--- src/rtl/addsub_div_pkg.sv ---
// Shared types and constants for the add/sub-driven restoring divider.
package addsub_div_pkg;
   localparam int          DIV_ITERS = 32;
   localparam logic [31:0] DIV0_QUOT = 32'hFFFF_FFFF;

   typedef enum logic [2:0] {
      S_IDLE  = 3'd0,
      S_NEG_A = 3'd1,
      S_NEG_B = 3'd2,
      S_ITER  = 3'd3,
      S_FIX_Q = 3'd4,
      S_FIX_R = 3'd5,
      S_DONE  = 3'd6
   } div_state_t;
endpackage

--- src/rtl/addsub_div_step.sv ---
// One restoring-division step: builds the shifted partial remainder and
// picks the subtracted or unchanged value from the external unit's answer.
module addsub_div_step #(
   parameter int WIDTH = 32
) (
   input  logic [WIDTH-1:0] i_rem,
   input  logic [WIDTH-1:0] i_q,
   input  logic [WIDTH-1:0] i_au_result,
   input  logic             i_au_sign,
   output logic [WIDTH-1:0] o_rs,
   output logic [WIDTH-1:0] o_rem_nxt,
   output logic [WIDTH-1:0] o_q_nxt
);
   logic w_take;

   // rem[31] set means the shifted value lost its 33rd bit, so it certainly
   // exceeds the divisor and the subtraction must be taken regardless of borrow.
   always_comb begin
      o_rs      = {i_rem[WIDTH-2:0], i_q[WIDTH-1]};
      w_take    = i_rem[WIDTH-1] | ~i_au_sign;
      o_rem_nxt = w_take ? i_au_result : o_rs;
      o_q_nxt   = {i_q[WIDTH-2:0], w_take};
   end
endmodule

--- src/rtl/addsub_div_sequencer.sv ---
// Multi-cycle 32-bit DIV/REM controller driving a shared external add/sub unit.
// Optional signed support is enabled by defining ADDSUB_DIV_SIGNED_EN.
module addsub_div_sequencer
   import addsub_div_pkg::*;
#(
   parameter int WIDTH = 32
) (
   input  logic             clk,
   input  logic             rst,
   input  logic             in_valid,
   output logic             in_ready,
   input  logic [WIDTH-1:0] in_a,
   input  logic [WIDTH-1:0] in_b,
   input  logic             in_signed,
   output logic             out_valid,
   input  logic             out_ready,
   output logic [WIDTH-1:0] out_quot,
   output logic [WIDTH-1:0] out_rem,
   output logic [WIDTH-1:0] au_x,
   output logic [WIDTH-1:0] au_y,
   output logic             au_ctrl,
   input  logic [WIDTH-1:0] au_result,
   input  logic             au_sign
);
   localparam int CNT_W = $clog2(DIV_ITERS);

   div_state_t       r_state, w_state_nxt;
   logic [WIDTH-1:0] r_q, r_rem, r_div;
   logic [CNT_W-1:0] r_cnt;
   logic             r_cool;
   logic             w_accept;
   logic [WIDTH-1:0] w_rs, w_rem_nxt, w_q_nxt;
`ifdef ADDSUB_DIV_SIGNED_EN
   logic             r_sgn, r_sa, r_sb;
`else
   logic             w_unused_signed;
   assign w_unused_signed = in_signed;
`endif

   // r_cool holds off in_ready for the cycle right after a result transfer.
   assign in_ready  = (r_state == S_IDLE) && !r_cool;
   assign w_accept  = in_valid && in_ready;
   assign out_valid = (r_state == S_DONE);
   assign out_quot  = r_q;
   assign out_rem   = r_rem;
   assign au_ctrl   = 1'b1;

   addsub_div_step #(.WIDTH(WIDTH)) u_step (
      .i_rem       (r_rem),
      .i_q         (r_q),
      .i_au_result (au_result),
      .i_au_sign   (au_sign),
      .o_rs        (w_rs),
      .o_rem_nxt   (w_rem_nxt),
      .o_q_nxt     (w_q_nxt)
   );

   // State register.
   always_ff @(posedge clk) begin
      if (rst) r_state <= S_IDLE;
      else     r_state <= w_state_nxt;
   end

   // Next-state selection and add/sub operand steering.
   always_comb begin
      w_state_nxt = r_state;
      au_x        = '0;
      au_y        = '0;
      case (r_state)
         S_IDLE: begin
            if (w_accept) begin
               if (in_b == '0) w_state_nxt = S_DONE;
`ifdef ADDSUB_DIV_SIGNED_EN
               else if (in_signed) w_state_nxt = S_NEG_A;
`endif
               else w_state_nxt = S_ITER;
            end
         end
         S_ITER: begin
            au_x = w_rs;
            au_y = r_div;
            if (r_cnt == CNT_W'(DIV_ITERS - 1)) begin
`ifdef ADDSUB_DIV_SIGNED_EN
               w_state_nxt = r_sgn ? S_FIX_Q : S_DONE;
`else
               w_state_nxt = S_DONE;
`endif
            end
         end
`ifdef ADDSUB_DIV_SIGNED_EN
         S_NEG_A: begin au_y = r_q;   w_state_nxt = S_NEG_B; end
         S_NEG_B: begin au_y = r_div; w_state_nxt = S_ITER;  end
         S_FIX_Q: begin au_y = r_q;   w_state_nxt = S_FIX_R; end
         S_FIX_R: begin au_y = r_rem; w_state_nxt = S_DONE;  end
`endif
         S_DONE: if (out_ready) w_state_nxt = S_IDLE;
         default: w_state_nxt = S_IDLE;
      endcase
   end

   // Operand latch, iteration update and sign handling of the datapath registers.
   always_ff @(posedge clk) begin
      if (rst) begin
         r_q    <= '0;
         r_rem  <= '0;
         r_div  <= '0;
         r_cnt  <= '0;
         r_cool <= 1'b0;
`ifdef ADDSUB_DIV_SIGNED_EN
         r_sgn  <= 1'b0;
         r_sa   <= 1'b0;
         r_sb   <= 1'b0;
`endif
      end else begin
         r_cool <= (r_state == S_DONE) && out_ready;
         case (r_state)
            S_IDLE: begin
               if (w_accept) begin
                  r_div <= in_b;
                  r_cnt <= '0;
                  if (in_b == '0) begin
                     r_q   <= DIV0_QUOT;
                     r_rem <= in_a;
                  end else begin
                     r_q   <= in_a;
                     r_rem <= '0;
                  end
`ifdef ADDSUB_DIV_SIGNED_EN
                  r_sgn <= in_signed;
                  r_sa  <= in_signed & in_a[WIDTH-1];
                  r_sb  <= in_signed & in_b[WIDTH-1];
`endif
               end
            end
            S_ITER: begin
               r_q   <= w_q_nxt;
               r_rem <= w_rem_nxt;
               r_cnt <= r_cnt + CNT_W'(1);
            end
`ifdef ADDSUB_DIV_SIGNED_EN
            S_NEG_A: if (r_sa)        r_q   <= au_result;
            S_NEG_B: if (r_sb)        r_div <= au_result;
            S_FIX_Q: if (r_sa ^ r_sb) r_q   <= au_result;
            S_FIX_R: if (r_sa)        r_rem <= au_result;
`endif
            default: ;
         endcase
      end
   end
endmodule

--- config.mk ---
export PLATFORM = sky130hd
export DESIGN_NAME = addsub_div_sequencer
export DESIGN_NICKNAME = d
export VERILOG_FILES = /design/src/rtl/addsub_div_pkg.sv /design/src/rtl/addsub_div_step.sv /design/src/rtl/addsub_div_sequencer.sv
export SDC_FILE = /design/constraint.sdc
export NUM_CORES = 1
export LEC_CHECK = 0
export CORE_MARGIN = 1.5
export CORE_UTILIZATION = 46
export DETAILED_ROUTE_END_ITERATION = 16
export MAX_ROUTING_LAYER = met4
export PLACE_DENSITY = 0.95
export SYNTH_ARGS = -nofsm -noshare
export SYNTH_HDL_FRONTEND = slang
export SYNTH_SLANG_ARGS = --single-unit
--- constraint.sdc ---
create_clock -name clk -period 2.8 [get_ports clk]
set_input_delay 0.42 -clock clk [delete_from_list [all_inputs] [get_ports clk]]
set_output_delay 0.42 -clock clk [all_outputs]
set_load 0.005 [all_outputs]
Word level (Yosys, flattened, before mapping):

Index checks and enable logic that the tools add are counted.

* bits in registers: 105
* input bits: 102
* logic and storage cells: 41
* output and inout port bits: 131

* muxes and demuxes: 16
* add/subtract/negate cells: 1
* equal/unequal tests: 6
* bitwise operators: 2
* reductions and logical operators: 10

Operators by type and width (count)
* 2-to-1 mux 32 bit: 7
* case mux 32 bit (2 select lines): 2
* zero test 32 bit: 1
* 2-to-1 mux 3 bit: 4
* case mux 5 bit (2 select lines): 1
* case mux 3 bit (3 select lines): 1
* adder 5 x 1 -> 5 bit, second input constant: 1
* equality test 5 bit, second input constant: 1
* 2-to-1 mux 5 bit: 1
* inequality test 2 bit, second input constant: 2
* AND reduction 2 bit: 2
* equality test 3 x 2 -> 1 bit, second input constant: 1
* equality test 3 bit, second input constant: 1
* logical AND 1 bit: 3
* zero test 3 bit: 1
* AND reduction 3 bit: 1
* inequality test 2 x 1 -> 1 bit, second input constant: 1
* nonzero test 2 bit: 1
* zero test 1 bit: 1
* inverter 1 bit: 1
* bitwise OR 1 bit: 1

Logic depth before layout (Yosys ltp):

* depth after elaboration: 5
* gate-level depth with buffers: 7
* gate-level depth less buffers: 7

Hierarchy:

Synthesis repeated with hierarchy kept, for this count alone.

* cell total of the unflattened synthesis: 706
* area, all modules: 5941.9 µm²

Modules (own cells, without submodules)
* addsub_div_sequencer: instances 1, sequential area each 2102.0 µm², cells each 604, area each 4903.5 µm²
* addsub_div_step: instances 1, sequential area each 0.0 µm², cells each 102, area each 1038.5 µm²

Worst setup path before layout:

No wires, ideal clock.

* path type: register to register
* start: reg r_state[1]
* end: reg r_q[22] (netlist: out_quot[22])
* path buffers: 1
* required time: 2.661 ns
* stages on the path, launching flop included: 6
* period minus slack after synthesis: 1.688 ns
* library setup time: 0.139 ns
* arrival time: 1.550 ns
* slack: 1.112 ns
* cells stage by stage: dfxtp_1 -> or3_1 -> nand3b_1 -> a21oi_2 -> buf_4 -> a211oi_1

* longest elaborated chain between the ends: 5
* elaborated cells between the ends (all ways): 8
* those cells by class: eq/ne (2); mux (1); reduce/logical (5)

RTL lines
* start, declared: line addsub_div_sequencer.sv:27 `div_state_t r_state, w_state_nxt;`
* start signal, assigned: line addsub_div_sequencer.sv:61 `else r_state <= w_state_nxt;`
* zero test 3 bit: line addsub_div_sequencer.sv:41, addsub_div_sequencer.sv:116
* logical AND 1 bit: line addsub_div_sequencer.sv:41 `assign in_ready = (r_state == S_IDLE) && !r_cool;`
* logical AND 1 bit: line addsub_div_sequencer.sv:42 `assign w_accept = in_valid && in_ready;`
* inequality test 2 bit (no line)
* AND reduction 2 bit (no line)
* end signal, assigned: line addsub_div_sequencer.sv:125 `r_q <= in_a;`
* end signal, assigned: line addsub_div_sequencer.sv:136 `r_q <= w_q_nxt;`
* end, declared: line addsub_div_sequencer.sv:28 `logic [WIDTH-1:0] r_q, r_rem, r_div;`

Several ways; a longest one is shown, not always the timed one.
A chain may end at the register's enable or synchronous reset.

Worst setup path in the final report:

* start: reg r_state[0]
* end: out au_x[20]

* longest elaborated chain between the ends: 2

RTL lines
* equality test 3 x 2 -> 1 bit: line addsub_div_sequencer.sv:69 `case (r_state)`
* 2-to-1 mux 32 bit: line addsub_div_sequencer.sv:69
* end, declared: line addsub_div_sequencer.sv:19 `output logic [WIDTH-1:0] au_x,`

No other way between the ends.

==> qor.yml <==
crit_path_end_kind: "output pin"
finalClockSkew_ns: 0.0109
synth_top_cell_area_share_pct: 40.0
synth_common_cells: "dfxtp_1, a21oi_1, nand2_1, and2_1, a211oi_1"
tightestPinTransition_ns: 1.00
cts_tree: "built"
fin_area_mm2: 0.00794
cp.arrival_ns: 2.07
fill_cells: 835
cts_setup_buffers: 0
grt_pass1_wl_mm: 25.1
p_per_area_mw_per_mm2: 502
grt_overflow: 0
numCtsBuffers: 9
synth_edf_count: 0
clock_latency_ns: 0.34
vias_per_cell: 5.51
avgRoutedWirePerCell_um: 16.5
drt-total-wl_mm: 16.2
tns_ns: 0
period_share_pct: 88.8
regArea_mm2: 0.00210
ant_nets: 0
placed_cell_area_mm2: 0.00761
cap_violations: 0
synth_cell_type_count: 37
clockBufferDepth: 2
hpwl_mm: 11.7
io_buffer_count: 230
finalWeightedCongestion: 0.814
syn2layout_area_growth_pct: 50.9
grt_max_degree: 67
avgSynthCellArea_um2: 8.19
fmax_ghz: 0.402
ys_ff_latch: 105
setup_violations: 0
grt_pass1_vias: 5227
critical_path_class: "flip-flop to output pin"
power.total_mw: 3.99
synth.area.top_cells: "dfxtp_1, a211oi_1, and2_1"
synth_top_area_cell: "dfxtp_1"
cts_max_level: 3
slew_violations: 0
initial_utilization_pct: 47.9
drive_gt1_share_pct: 9.38
cts-resized-gates: 0
dieArea_mm2: 0.0121
cp_max_fo: 43
syn_inst: 642
core_mm2: 0.0110
n_antenna_cell: 0
synth_area_mm2: 0.00526
placementRows: 38
die_w_um: 110
crit_path_start_kind: "flip-flop"
drt_iter0_drc: 385
firstDrtPassIters: 6
clk_pin_slew_ns: 0.06
drcViolationCount: 0
synth_most_common_cell: "dfxtp_1"
synth-seq-area-share_pct: 40.0
holdWs_ns: 0.452
cts_hold_buf: 0
clkSinkCount: 105
rsz0062_at_grt: "false"
critPathRequiredTime_ns: 2.38
hold_viol: 0
synth_ff_type: "dfxtp_1"
critical_path.slowest_cell: "clkdlybuf4s50_1"
fin_nets: 941
cpPeakStageDelay_ns: 0.51
antenna_found_initial: 0
dpl_worst_slack_ns: 0.209
worstPathCellList: "and3b_2, buf_4, and2_1, clkdlybuf4s50_1"
dr_total_vias: 5411
p_leak_nw: 2.96
setup_ws_ns: 0.315
hp-class: "flip-flop to flip-flop"
yosysWarnings: 0
ios: 233
syn_nets: 746
relSlewSlack_pct: 33.2
min_period_ns: 2.49
multi_input_area_mm2: 0.00275
track_usage_pct: 27.1
cts_root_buf: "clkbuf_16"
async_flop_share_pct: 0
status: "finished clean"
max-vdd-ir-drop_uv: 404
die_h_um: 110
[power breakdown]
part,total [mW],leakage (nW),switching [mW],internal [mW]
Sequential,1.73,0.864,0.103,1.62
Clock,1.37,0.158,0.570,0.796
Combinational,0.892,1.93,0.390,0.503
[per-layer routing]
metal	track usage, %	part of all wire (%)	wire length [µm]	vias to the layer above
met2	47.5	51	8190	198
met5	-	0	0	-
met3	5.45	7.0	1140	16
met4	5.75	1.3	206	0
li1	-	-	-	2658
met1	32.0	41	6640	2539
[path summary, 6_finish.rpt]
path                            depth (start not counted)  slack, ns           end       start
worst min-delay path                                    2       0.45     r_div[24]   r_div[24]
worst max-delay path                                    4       0.31      au_x[20]  r_state[0]
worst min register to register                          2       0.45     r_div[24]   r_div[24]
worst max register to register                          4       0.52  out_quot[31]  r_state[1]
[layout by cell type (no fill, tap or decap), drive strengths merged]
master	Yosys	layout
o21ai	2	2
a21o	1	1
nand2b	1	1
or4b	1	1
nand3b	3	3
a21oi	71	71
mux2	32	32
a2111oi	1	1
nor3b	4	4
nor4	9	9
or2	1	1
and4	2	2
clkbuf	38	10
and2	64	64
a211oi	65	65
nand3	2	2
bufinv	0	2
o22ai	31	31
nor2	42	42
or3	1	1
and3	1	1
inv	34	37
ha	2	2
a22oi	2	2
a311oi	1	1
conb	1	1
nand2	66	66
clkdlybuf4s50	0	229
and3b	1	1
nor3	1	1
clkinv	0	1
dfxtp	105	105
nand4	32	32
buf	25	18
[cells by family after synthesis]
logic type | share of synthesized area, %
and+or+nand+nor | 22.8
AOI/OAI and AO/OA | 21.6
DFF | 40.0
buffers and inverters | 8.18
muxes | 6.85
adders and majority gates | 0.476
other | 0.0713
[layout make-up]
cell class,instances,share of cell area (%)
multi-input cells,440,34.6
well taps,140,2.21
clock inverters,6,1.20
inverters,34,1.61
clock buffers,10,2.88
flip-flops and latches,105,26.5
repair buffers,247,31.0
[worst max-delay path, delay by kind of cell (launching register included)]
kind / cells / cell delay, ns
buffers and inverters: 2 / 0.86
and+or+nand+nor: 2 / 0.42
DFF: 1 / 0.43
[stage by stage]
stage | util [%] | instances
3_5_place_dp | 69.3 | 966
2_1_floorplan | - | 642
3_3_place_gp | 69.3 | 966
5_1_grt | 72.3 | 982
6_report | 72.3 | 982
4_1_cts | 72.3 | 982
[registers in the layout (all words and copies together) (netlist names)]
name,count
out_rem,32
r_cnt,5
r_div,32
r_state,3
r_cool,1
out_quot,32
Note: power is estimated with default switching activity, not from simulation.
==> patch: new RTL, config.mk and constraints unchanged <==
The option `ADDSUB_DIV_SIGNED_EN` is turned on by a define.
--- a/src/rtl/addsub_div_sequencer.sv
+++ b/src/rtl/addsub_div_sequencer.sv
@@ -1,5 +1,7 @@
 // Multi-cycle 32-bit DIV/REM controller driving a shared external add/sub unit.
 // Optional signed support is enabled by defining ADDSUB_DIV_SIGNED_EN.
+`define ADDSUB_DIV_SIGNED_EN
+
 module addsub_div_sequencer
    import addsub_div_pkg::*;
 #(
Formal check against the unedited RTL: not equivalent (a bounded check fails within 4 cycles, from zero or initial values and one cycle with rst high).
==> patch against the unedited design <==
- sequential cell count grew 3
- final cell count grew 29%
- count of clock-buffer cells in the layout grew 1
- cell area grew 28%
- synthesized area grew 38%
- setup slack lost 0.25 ns
- sequential power grew 28%
- routed wire length grew 68%
- combinational power grew to 3.3 times the old value
- sequential share of layout area shrank 5.1 points
- power grew 65%
- hold slack gained 0.011 ns
==> patch: results (changes against the unedited design) <==
- XOR/XNOR Fraction of Synth Area: 0.362% (was 0%)
- Placed Area: 9830 sq um (was 7610 sq um)
- Layout non-clock buf frac: 26.8% (was 31.0%)
- Compound-Gate Fraction of Synth Area: 31.9% (was 21.6%)
- Met1 wire length: 10.6 mm (was 6.64 mm)
- Port Buffers: 231 (was 230)
- Crit-path max FO: 48 (was 43)
- R2r setup slk: 0.32 ns (was 0.52 ns)
- Reg2Reg Depth: 6 (was 4)
- Synth Area in Adders: 0.345% (was 0.476%)
- Slowest-stage cell, CP: dfxtp_2 (was clkdlybuf4s50_1)
- Vias in the first global route: 8,064 (was 5,227)
- Layout cells sized above 1: 12.5% (was 9.38%)
- Switch share: 37.6% (was 26.7%)
- First-pass GRT wire length: 42.0 mm (was 25.1 mm)
- Clock share of power: 21.5% (was 34.3%)
- Max rail drop VDD: 377 uV (was 404 uV)
- Distinct cells, synth: 50 (was 37)
- Nonclk buf count: 277 (was 247)
- Wirelength per Cell: 21.4 microns (was 16.5 microns)
- # clk buffers: 11 (was 10)
- Met2 Use GR: 51.6% (was 47.5%)
- Synth top area cells: dfxtp_1 (30%), mux2i_1 (8.8%), a211oi_1 (7.0%), nor2_1 (6.0%), a211oi_2 (5.0%) (was dfxtp_1 (40%), a211oi_1 (8.4%), and2_1 (7.6%), mux2_2 (6.9%), a21oi_1 (6.6%))
- Detailed-placement wirelength estimate: 18.9 mm (was 11.7 mm)
- Mux cell area share after synthesis: 12.6% (was 6.85%)
- WL met3: 3.00 mm (was 1.14 mm)
- Worst hold path startpoint: r_sgn (was r_div[24])
- Comb pwr: 2.96 mW (was 0.892 mW)
- Largest net degree at the start of global routing: 49 (was 67)
- Leak: 3.83 nW (was 2.96 nW)
- Crit path DAT: 2.31 ns (was 2.07 ns)
- Critical Path End: au_y[0] (was au_x[20])
- Slew headroom: 41.4% (was 33.2%)
- Status: complete, no violations (unchanged)
- Global-route met1 utilization: 41.3% (was 32.0%)
- Seq/Total Area, Yosys: 29.8% (was 40.0%)
- Most frequent cells after synthesis: nor2_1 (116), dfxtp_1 (108), a211oi_1 (68) (was dfxtp_1 (105), a21oi_1 (69), nand2_1 (66))
- Slowest cell delay on critical path: 0.47 ns (was 0.51 ns)
- Number of multi-input logic gates: 657 (was 440)
- Clk cell area share: 3.13% (was 4.08%)
- Multi-input gate area: 4680 sq um (was 2750 sq um)
- Fillcell total: 1,216 (was 835)
- Fin Hold WS: 0.463 ns (was 0.452 ns)
- Vias/cell: 6.56 (was 5.51)
- Detailed Route Iter0 Violations: 1,221 (was 385)
- Skew final: 0.00956 ns (was 0.0109 ns)
- Worst-Skew Late Latency: 0.36 ns (was 0.34 ns)
-- patch: changes by cell type after synthesis, sizes merged, moves of 31 or more --
cell and change:
o21ai +33, a32o +31, mux2i +64, a221oi +33
a21o +33, a211oi +33, inv -32, a21oi -47
nor2 +74
-- patch: what timing repair did --
| action | 4_1_cts | 5_1_grt |
|---|---|---|
| setup buffers | 0 | 0 |
| endpoints found under the setup margin | 2 | 32 |
| hold buffers | 0 | 0 |
| resized for setup | 2 | 2 |
-- patch: stage by stage --
step / util, % / cells / worst slack, ns / power [mW]
detailed placement: 64.2 / 1255 / 0.243 / 5.12
CTS: 66.3 / 1271 / 0.0128 / 6.53
finish: 66.3 / 1271 / 0.0660 / 6.59
global route: 66.3 / 1271 / 0.0139 / 6.86
floorplan: - / 865 / 0.794 / 3.81
global placement: 64.2 / 1255 / 0.257 / 5.01
-- patch: tightest hold or removal path, stage by stage (launching register included) --
cell and delay (ns):
dfxtp_1 0.32, nand2_1 0.05, a21oi_1 0.05
